==> src/rtl/mem_port_arbiter_pkg.sv <==
// mem_port_arbiter_pkg
//   Shared definitions for the unified-memory port arbiter: FSM state
//   encodings, grant identifiers, wait counter width and the tie-break helper
//   used when the round-robin option (MEM_ARB_ROUND_ROBIN_EN) is built in.
package mem_port_arbiter_pkg;

    typedef enum logic [1:0] {
        MA_IDLE    = 2'd0,
        MA_BUSY_IF = 2'd1,
        MA_BUSY_DM = 2'd2
    } ma_state_t;

    localparam logic GNT_IF = 1'b0;
    localparam logic GNT_DM = 1'b1;

    localparam int CNT_W = 4;

    // On a tie, the requester that was not granted last time wins.
    function automatic logic tie_winner(input logic last_grant);
        return (last_grant == GNT_DM) ? GNT_IF : GNT_DM;
    endfunction

endpackage

==> src/rtl/mem_wait_cnt.sv <==
// mem_wait_cnt
//   Load/decrement down-counter that times the wait states of one memory
//   access. Load has priority over decrement; the count saturates at zero.
// Ports
//   clk_i       clock
//   rst_i       synchronous reset, active-high (count -> 0)
//   load_i      load load_val_i this cycle
//   load_val_i  value loaded at the start of an access
//   dec_i       decrement request (ignored when the count is already zero)
//   cnt_o       current count
//   zero_o      count is zero (final cycle of an access)
module mem_wait_cnt #(
    parameter int W = 4
) (
    input  logic         clk_i,
    input  logic         rst_i,
    input  logic         load_i,
    input  logic [W-1:0] load_val_i,
    input  logic         dec_i,
    output logic [W-1:0] cnt_o,
    output logic         zero_o
);

    logic [W-1:0] cnt_q;

    always_ff @(posedge clk_i) begin
        if (rst_i) begin
            cnt_q <= '0;
        end else if (load_i) begin
            cnt_q <= load_val_i;
        end else if (dec_i && (cnt_q != '0)) begin
            cnt_q <= cnt_q - 1'b1;
        end
    end

    assign cnt_o  = cnt_q;
    assign zero_o = (cnt_q == '0);

endmodule

==> src/rtl/mem_port_arbiter.sv <==
// mem_port_arbiter
//   Shares one single-port memory between instruction fetch (IF) and the
//   load/store stage (DM). Each access occupies WAIT_CYCLES+1 cycles with the
//   memory interface held stable; the ack and read data are presented in the
//   final cycle, and a pending requester on the other port is granted in that
//   same cycle so no idle bubble is inserted. stall_o freezes the pipeline
//   while either requester is still waiting.
//
//   Optional build macro MEM_ARB_ROUND_ROBIN_EN: a simultaneous request in
//   IDLE goes to the port not granted last (DM first after reset). Without
//   it DM always wins a tie, since it belongs to the older instruction.
//
// Ports
//   clk_i, rst_i            clock, synchronous active-high reset
//   if_req_i/if_addr_i      fetch request and address
//   if_rdata_o/if_ack_o     fetched word (0 unless acked), 1-cycle ack
//   dm_req_i/dm_we_i        data request, 1=store 0=load
//   dm_addr_i/dm_wdata_i    data address and store data
//   dm_rdata_o/dm_ack_o     load data (0 unless acked), 1-cycle ack
//   mem_en_o/mem_we_o       memory enable / write enable
//   mem_addr_o/mem_wdata_o  memory address / write data (registered)
//   mem_rdata_i             memory read data, valid in final access cycle
//   stall_o                 pipeline stall, combinational
//
// state      | meaning
// MA_IDLE    | no access in progress, sampling requests
// MA_BUSY_IF | fetch access in progress, cnt counts remaining wait cycles
// MA_BUSY_DM | load/store access in progress, cnt counts remaining wait cycles
module mem_port_arbiter
    import mem_port_arbiter_pkg::*;
#(
    parameter int ADDR_W      = 32,
    parameter int DATA_W      = 32,
    parameter int WAIT_CYCLES = 2
) (
    input  logic              clk_i,
    input  logic              rst_i,
    input  logic              if_req_i,
    input  logic [ADDR_W-1:0] if_addr_i,
    output logic [DATA_W-1:0] if_rdata_o,
    output logic              if_ack_o,
    input  logic              dm_req_i,
    input  logic              dm_we_i,
    input  logic [ADDR_W-1:0] dm_addr_i,
    input  logic [DATA_W-1:0] dm_wdata_i,
    output logic [DATA_W-1:0] dm_rdata_o,
    output logic              dm_ack_o,
    output logic              mem_en_o,
    output logic              mem_we_o,
    output logic [ADDR_W-1:0] mem_addr_o,
    output logic [DATA_W-1:0] mem_wdata_o,
    input  logic [DATA_W-1:0] mem_rdata_i,
    output logic              stall_o
);

    ma_state_t         state_q, state_d;
    logic              grant_vld;
    logic              grant_sel;
    logic              tie_sel;
    logic              cnt_zero;
    logic [CNT_W-1:0]  cnt;
    logic              mem_we_q;
    logic [ADDR_W-1:0] mem_addr_q;
    logic [DATA_W-1:0] mem_wdata_q;

`ifdef MEM_ARB_ROUND_ROBIN_EN
    logic last_grant_q;

    always_ff @(posedge clk_i) begin
        if (rst_i) begin
            last_grant_q <= GNT_IF;
        end else if (grant_vld) begin
            last_grant_q <= grant_sel;
        end
    end

    assign tie_sel = tie_winner(last_grant_q);
`else
    assign tie_sel = GNT_DM;
`endif

    mem_wait_cnt #(
        .W(CNT_W)
    ) u_wait_cnt (
        .clk_i      (clk_i),
        .rst_i      (rst_i),
        .load_i     (grant_vld),
        .load_val_i (CNT_W'(WAIT_CYCLES)),
        .dec_i      (state_q != MA_IDLE),
        .cnt_o      (cnt),
        .zero_o     (cnt_zero)
    );

    always_comb begin
        state_d   = state_q;
        grant_vld = 1'b0;
        grant_sel = GNT_DM;
        if_ack_o  = 1'b0;
        dm_ack_o  = 1'b0;

        case (state_q)
            MA_IDLE: begin
                if (if_req_i && dm_req_i) begin
                    grant_vld = 1'b1;
                    grant_sel = tie_sel;
                end else if (dm_req_i) begin
                    grant_vld = 1'b1;
                    grant_sel = GNT_DM;
                end else if (if_req_i) begin
                    grant_vld = 1'b1;
                    grant_sel = GNT_IF;
                end
            end
            MA_BUSY_IF: begin
                if (cnt_zero) begin
                    if_ack_o = 1'b1;
                    // Only the other port may be granted here, so an acked
                    // requester that keeps its request high waits for IDLE.
                    if (dm_req_i) begin
                        grant_vld = 1'b1;
                        grant_sel = GNT_DM;
                    end else begin
                        state_d = MA_IDLE;
                    end
                end
            end
            MA_BUSY_DM: begin
                if (cnt_zero) begin
                    dm_ack_o = 1'b1;
                    if (if_req_i) begin
                        grant_vld = 1'b1;
                        grant_sel = GNT_IF;
                    end else begin
                        state_d = MA_IDLE;
                    end
                end
            end
            default: begin
                state_d = MA_IDLE;
            end
        endcase

        if (grant_vld) begin
            state_d = (grant_sel == GNT_DM) ? MA_BUSY_DM : MA_BUSY_IF;
        end
    end

    always_ff @(posedge clk_i) begin
        if (rst_i) begin
            state_q     <= MA_IDLE;
            mem_we_q    <= 1'b0;
            mem_addr_q  <= '0;
            mem_wdata_q <= '0;
        end else begin
            state_q <= state_d;
            if (grant_vld) begin
                if (grant_sel == GNT_DM) begin
                    mem_addr_q  <= dm_addr_i;
                    mem_we_q    <= dm_we_i;
                    mem_wdata_q <= dm_wdata_i;
                end else begin
                    mem_addr_q  <= if_addr_i;
                    mem_we_q    <= 1'b0;
                end
            end else if (state_d == MA_IDLE) begin
                // Do not leave a write enable asserted behind a finished store.
                mem_we_q <= 1'b0;
            end
        end
    end

    assign mem_en_o    = (state_q != MA_IDLE);
    assign mem_we_o    = mem_we_q;
    assign mem_addr_o  = mem_addr_q;
    assign mem_wdata_o = mem_wdata_q;

    assign if_rdata_o = if_ack_o ? mem_rdata_i : '0;
    assign dm_rdata_o = dm_ack_o ? mem_rdata_i : '0;

    assign stall_o = (if_req_i & ~if_ack_o) | (dm_req_i & ~dm_ack_o);

endmodule

==> config.mk <==
export PLATFORM = sky130hd
export DESIGN_NAME = mem_port_arbiter
export DESIGN_NICKNAME = d
export VERILOG_FILES = /design/src/rtl/mem_port_arbiter_pkg.sv /design/src/rtl/mem_wait_cnt.sv /design/src/rtl/mem_port_arbiter.sv
export SDC_FILE = /design/constraint.sdc
export NUM_CORES = 1
export LEC_CHECK = 0
export BUFFER_PORTS_ARGS = -buffer_cell sky130_fd_sc_hd__buf_2
export CAP_MARGIN = 20
export CORE_MARGIN = 8
export CORE_UTILIZATION = 25
export DETAILED_ROUTE_END_ITERATION = 6
export GPL_TIMING_DRIVEN = 0
export PLACE_DENSITY_LB_ADDON = 0.2
export REMOVE_ABC_BUFFERS = 1
export SLEW_MARGIN = 20
export SYNTH_ARGS = -nofsm -noshare
export SYNTH_HDL_FRONTEND = slang
export SYNTH_SLANG_ARGS = --single-unit
==> constraint.sdc <==
create_clock -name clk_i -period 2.4 [get_ports clk_i]
set_input_delay 0.48 -clock clk_i [delete_from_list [all_inputs] [get_ports clk_i]]
set_output_delay 0.48 -clock clk_i [all_outputs]
set_load 0.03 [all_outputs]
==> results of run 1 <==
layout by cell type (no fill, tap or decap), types with 3 or more instances in the layout:
master,instances
buf_2,243
dfxtp_1,70
nand2b_1,65
mux2i_1,64
and3_1,61
o2bb2ai_2,28
buf_4,16
buf_6,14
clkbuf_16,9
inv_1,5
and3_4,4
nor2_1,4
o21ai_0,4
o2bb2ai_1,4
nand2_1,3
a31o_2,3
o32ai_1,3
buf_16,3
buf_12,3
registers in the layout (all words and copies together) (netlist names):
register,count
u_wait_cnt.cnt_o,4
mem_we_o,1
mem_wdata_o,32
mem_addr_o,32
state_q,2
worst max-delay path, cell delays in order (launching register included):
cell and delay (ps):
dfxtp_1 330, inv_2 80, ha_4 140, nor3b_4 230
buf_4 150, bufbuf_16 250, and3_1 160, buf_4 160
metrics by stage:
stage | instances | hold slack, ps | worst slack, ps
3_5_place_dp | 812 | 441 | -1050
6_report | 837 | 407 | 99.8
4_1_cts | 836 | 392 | 0.555
2_1_floorplan | 349 | 470 | -1650
5_1_grt | 837 | 404 | -10.9
3_3_place_gp | 802 | 447 | -2760
metal layers:
layer / part of all wire / global-route usage / vias to the layer above
met3: 0.10 / 0.0513 / 19
met1: 0.37 / 0.121 / 1805
met4: 0.019 / 0.0498 / 0
met2: 0.51 / 0.231 / 185
li1: - / - / 1901
met5: 0 / 0 / -
area by class of cell:
cell class                      count  area [µm²]  share of cell area
Timing Repair Buffer              284        1710               0.285
Tap cell                          188         235              0.0391
Multi-Input combinational cell    271        2340               0.390
Sequential cell                    71        1420               0.237
Clock inverter                      5        35.0             0.00583
Inverter                            7        26.3             0.00437
Clock buffer                       11         233              0.0387
power by group:
| group | switching (µW) | internal (µW) | total (µW) |
|---|---|---|---|
| Combinational | 2810 | 1880 | 4690 |
| Sequential | 248 | 1590 | 1840 |
| Clock | 514 | 700 | 1210 |
cells by family (layout without fill, tap and decap cells):
logic type,Yosys count,in the layout,share of synthesized area
simple gates,147,147,0.235
flops,71,71,0.365
mux,64,64,0.165
compound gates,52,52,0.158
buf+inv,42,307,0.0530
fa+ha+maj,6,6,0.0193
xor+xnor,2,2,0.00450
worst min-delay path by stage:
| stage | slack, ps | depth (start not counted) | end | startpoint |
|---|---|---|---|---|
| 2_1_floorplan | 470 | 2 | u_wait_cnt.cnt_o[1] | u_wait_cnt.cnt_o[1] |
| 3_3_place_gp | 450 | 1 | mem_addr_o[3] | mem_addr_o[3] |
| 3_5_place_dp | 440 | 1 | mem_addr_o[1] | mem_addr_o[1] |
| 4_1_cts | 390 | 3 | mem_wdata_o[18] | dm_wdata_i[18] |
| 5_1_grt | 400 | 3 | mem_wdata_o[18] | dm_wdata_i[18] |
| 6_report | 410 | 3 | mem_wdata_o[9] | dm_wdata_i[9] |
repair_timing:
item,CTS,global route
setup buffers,7,1
resized for setup,27,20
setup endpoints to repair,137,74
pin swaps,2,1
cloned,1,0
hold buffers,0,0
endpoints found under the hold margin,0,0
==> flow_summary_export.csv, run 1 <==
group,metric,value,unit
timing,tightest_slew,846,ps
pwr,finalPower,7740,µW
clocking,cts_tree,"yes",
timing,post-route-period-util,0.958,
routing,post-route-drc-count,0,
synthesis,yosysUniqueCellTypes,34,
floorplanning,die_h,141,µm
timing,slew_violations,0,
layout,drive_gt1_frac,0.532,
global_routing,grt_pass1_wl,20200,µm
floorplanning,io_pins,266,
global_routing,grt_util_all_layers,0.125,
routing,totalWireLength,13300,µm
setup_path,critPathKind,"reg -> out",
pwr,peakVddDrop,0.000496,V
clocking,clock-sinks,71,
synthesis,yosysTopAreaCell,"dfxtp_1",
layout,diodes,0,
global_routing,grt_pass1_vias,3999,
synthesis,synth.top_cell.area_share,0.365,
routing,via_count,3910,
floorplanning,rows,45,
setup_path,crit_start,"u_wait_cnt.cnt_o[1]",
setup_path,ff2ff_path_depth,8,
place,place_hpwl,10400,µm
setup_path,crit_path_end_kind,"output port",
floorplanning,core,15200,µm²
setup_path,start_kind,"flop",
layout,fillers,1475,
setup_path,arrival,1820,ps
routing,drtPass1Iterations,5,
synthesis,ys_seq_area_frac,0.365,
layout,final_core_util,0.395,
place,dpl-instance-area,5470,µm²
synthesis,netlist_area,3890,µm²
clocking,insertion_delay,330,ps
timing,hold_viol,0,
setup_path,r2r-start,"u_wait_cnt.cnt_o[1]",
setup_path,crit_end,"if_rdata_o[13]",
layout,final_nets,783,
hold_path,hold_path_class,"in -> reg",
synthesis,synth_enable_flop_cells,0,
timing,slew_headroom,0.436,
setup_path,r2r_slack,120,ps
timing,setup_viol,0,
outcome,status,"complete, no violations",
synthesis,syn_area_per_cell,10.1,µm²
place,port_buffers,265,
global_routing,grt_max_degree,70,
synthesis,synthFlopType,"dfxtp_1",
setup_path,cp.required,1920,ps
synthesis,ys_async_sr_fraction,0,
clocking,htreeDepth,3,
setup_path,r2r_end,"mem_addr_o[26]",
timing,setup_tns,0,ps
floorplanning,start_util,0.256,
clocking,worst_setup_hold_path_clk_slew,60,ps
setup_path,critPathMaxFanout,16,
pwr,p_per_area,1290,nW/µm²
synthesis,synth_most_common_cell,"dfxtp_1",
global_routing,antenna_found_initial,0,
layout,post-route-cell-area,6010,µm²
place,place_congestion,0.902,
synthesis,ys_warn_count,0,
synthesis,synthCells,384,
routing,vias_per_cell,4.67,
synthesis,synth_area_leaders,"dfxtp_1, mux2i_1, o2bb2ai_2",
timing,post-route-min-period,2300,ps
run,maxCapViolCount,0,
floorplanning,die_area,19800,µm²
layout,syn_to_final_growth,54.4,%
routing,wl_per_cell,15.9,µm
pwr,p_leak,0.00314,µW
floorplanning,die-width,141,µm
clocking,clockRootBuffer,"clkbuf_16",
clocking,cts_buffers,9,
routing,postRouteAntennaNets,0,
timing,finClkSkew,5.81,ps
timing,fmax,435,MHz
global_routing,overflow,0,
synthesis,netlist_top_cells_count,"dfxtp_1, and3_1, nand2b_1",
routing,drt_iter0_markers,113,
synthesis,ys_ff_latch,71,
clocking,clock_path_buffers,2,
Note: power is estimated with default switching activity, not from simulation.
==> inputs of run 2 (changes only) <==
- BUFFER_PORTS_ARGS: -buffer_cell sky130_fd_sc_hd__buf_2 -> default
- DONT_BUFFER_PORTS: default -> 1
==> run 2 against run 1 <==
Against the previous run:
- clock skew up 2.4 ps
- critical path depth decreased by 1
- clock-buffer cell count decreased by 1
- global-route usage fell by 2.1 points
- total power shrank 5.6%
- design area fell by 19%
- sequential power grew 46%
- setup slack improved by 19 ps
- die area is the same
- critical endpoint is now dm_rdata_o[11]
- critical path type unchanged
- hold slack lost 160 ps
==> flow_summary_export.csv, run 2 (synthesis results as in run 1) <==
group,metric,value,unit
setup_path,r2r_end,"mem_wdata_o[24]",
global_routing,grt_pass1_vias,2905,
layout,layout_commonest_cell,"dfxtp_1",
layout,syn_to_final_growth,24.5,%
global_routing,grt_util_all_layers,0.104,
routing,post-route-drc-count,0,
outcome,status,"complete, no violations",
timing,setup_viol,0,
place,port_buffers,0,
timing,slew_headroom,0.737,
layout,post_layout_nonfiller_instances,578,
timing,hold_slack,251,ps
floorplanning,io_pins,266,
setup_path,arrival,1800,ps
routing,postRouteAntennaNets,0,
clocking,postCtsHoldBufs,0,
routing,wl_per_cell,20.2,µm
routing,via_count,2922,
clocking,cts_tree,"yes",
global_routing,top_usage_layer,"met2",
clocking,clock_path_buffers,2,
setup_path,crit_end,"dm_rdata_o[11]",
place,place_congestion,0.748,
clocking,clock-sinks,71,
place,dp_cells,546,
pwr,peakVddDrop,0.000757,V
setup_path,start_kind,"flop",
timing,tightest_slew,391,ps
floorplanning,core,15200,µm²
pwr,p_leak,0.00188,µW
clocking,htreeDepth,3,
routing,drt_iter0_markers,93,
pwr,finalPower,7310,µW
routing,vias_per_cell,5.06,
floorplanning,rows,45,
global_routing,grt_pass1_wl,16500,µm
global_routing,overflow,0,
setup_path,r2r-start,"state_q[0]",
setup_path,crit_path_end_kind,"output port",
timing,post-route-period-util,0.950,
setup_path,crit_start,"u_wait_cnt.cnt_o[0]",
layout,final_nets,524,
global_routing,grtUsageMet2,0.199,
run,maxCapViolCount,0,
routing,totalWireLength,11700,µm
floorplanning,die_area,19800,µm²
layout,drive_gt1_frac,0.315,
clocking,insertion_delay,330,ps
timing,post-route-min-period,2280,ps
clocking,cts_buffers,9,
clocking,clockRootBuffer,"clkbuf_16",
hold_path,hold_path_class,"in -> reg",
timing,hold_viol,0,
timing,fmax,438,MHz
floorplanning,die_h,141,µm
hold_path,hp-start,"rst_i",
global_routing,grt_max_degree,70,
setup_path,path_cells,"inv_1 -> ha_2 -> nor3b_4 -> buf_4 -> clkbuf_16 -> and3_1",
global_routing,use_met3,0.0456,
floorplanning,start_util,0.256,
timing,finClkSkew,8.16,ps
timing,rsz0062_at_grt,"true",
global_routing,antenna_found_initial,0,
clocking,worst_setup_hold_path_clk_slew,60,ps
timing,slew_violations,0,
setup_path,slowest_delay,350,ps
layout,layout_common_cells,"dfxtp_1, nand2b_1, mux2i_1",
setup_path,cp.required,1920,ps
routing,drtPass1Iterations,4,
place,place_hpwl,8910,µm
pwr,p_per_area,1510,nW/µm²
setup_path,ff2ff_path_depth,8,
layout,diodes,0,
global_routing,gr-usage-met1,0.0953,
setup_path,slowest_stage,"and3_1",
setup_path,r2r_slack,160,ps
floorplanning,die-width,141,µm
setup_path,critPathMaxFanout,14,
setup_path,critPathKind,"reg -> out",
==> run 2: cell type report <==
class                           instances  area [µm²]
Fill cell                            1509       10400
Multi-Input combinational cell        271        2550
Sequential cell                        71        1420
Timing Repair Buffer                   25         312
Tap cell                              188         235
Clock buffer                           10         229
Clock inverter                          6        70.1
Inverter                                7        26.3
==> run 2: worst max-delay path: cells and delay by family, from the launching register on <==
| family | cells | cell delay (ps) |
|---|---|---|
| AND/OR/NAND/NOR | 2 | 570 |
| buffers and inverters | 3 | 380 |
| flip-flops | 1 | 330 |
| adder cells (fa/ha/maj) | 1 | 190 |
==> run 2: what timing repair did <==
| item | in CTS | in global routing |
|---|---|---|
| buffers inserted | 6 | 9 |
| pin swaps | 2 | 2 |
| endpoints found under the setup margin | 123 | 52 |
| gates cloned | 0 | 1 |
| resized for setup | 48 | 49 |
==> run 2: worst min-delay path by stage <==
stage	end	slack, ps	cells after the start
after detailed placement	u_wait_cnt.cnt_o[1]	510	2
after global placement	u_wait_cnt.cnt_o[1]	490	2
after floorplan	u_wait_cnt.cnt_o[1]	470	2
final	u_wait_cnt.cnt_o[1]	250	1
after CTS	u_wait_cnt.cnt_o[1]	220	1
after global routing	u_wait_cnt.cnt_o[1]	220	1
==> run 2: through the flow <==
stage                     area (µm²)  setup WS, ps   util  setup TNS, ps
after global routing            4840         -12.7  0.319          -71.7
after floorplan                 3710         -1650      -        -139590
after CTS                       4560          23.6  0.300              0
after global placement          3950         -2690  0.260        -233130
final                           4840           119  0.319              0
after detailed placement        4130         -1100  0.272         -34770
==> run 2: per-layer routing <==
layer  wire, µm  part of all wire
met1       3990              0.34
met2       6150              0.53
met3       1340              0.11
met4        182             0.016
met5          0                 0
==> run 2: power breakdown <==
group	leakage (µW)	switching [µW]	internal, µW	total, µW
Combinational	0.00116	1840	1460	3300
Sequential	0.000585	1090	1590	2680
Clock	0.000135	526	810	1340
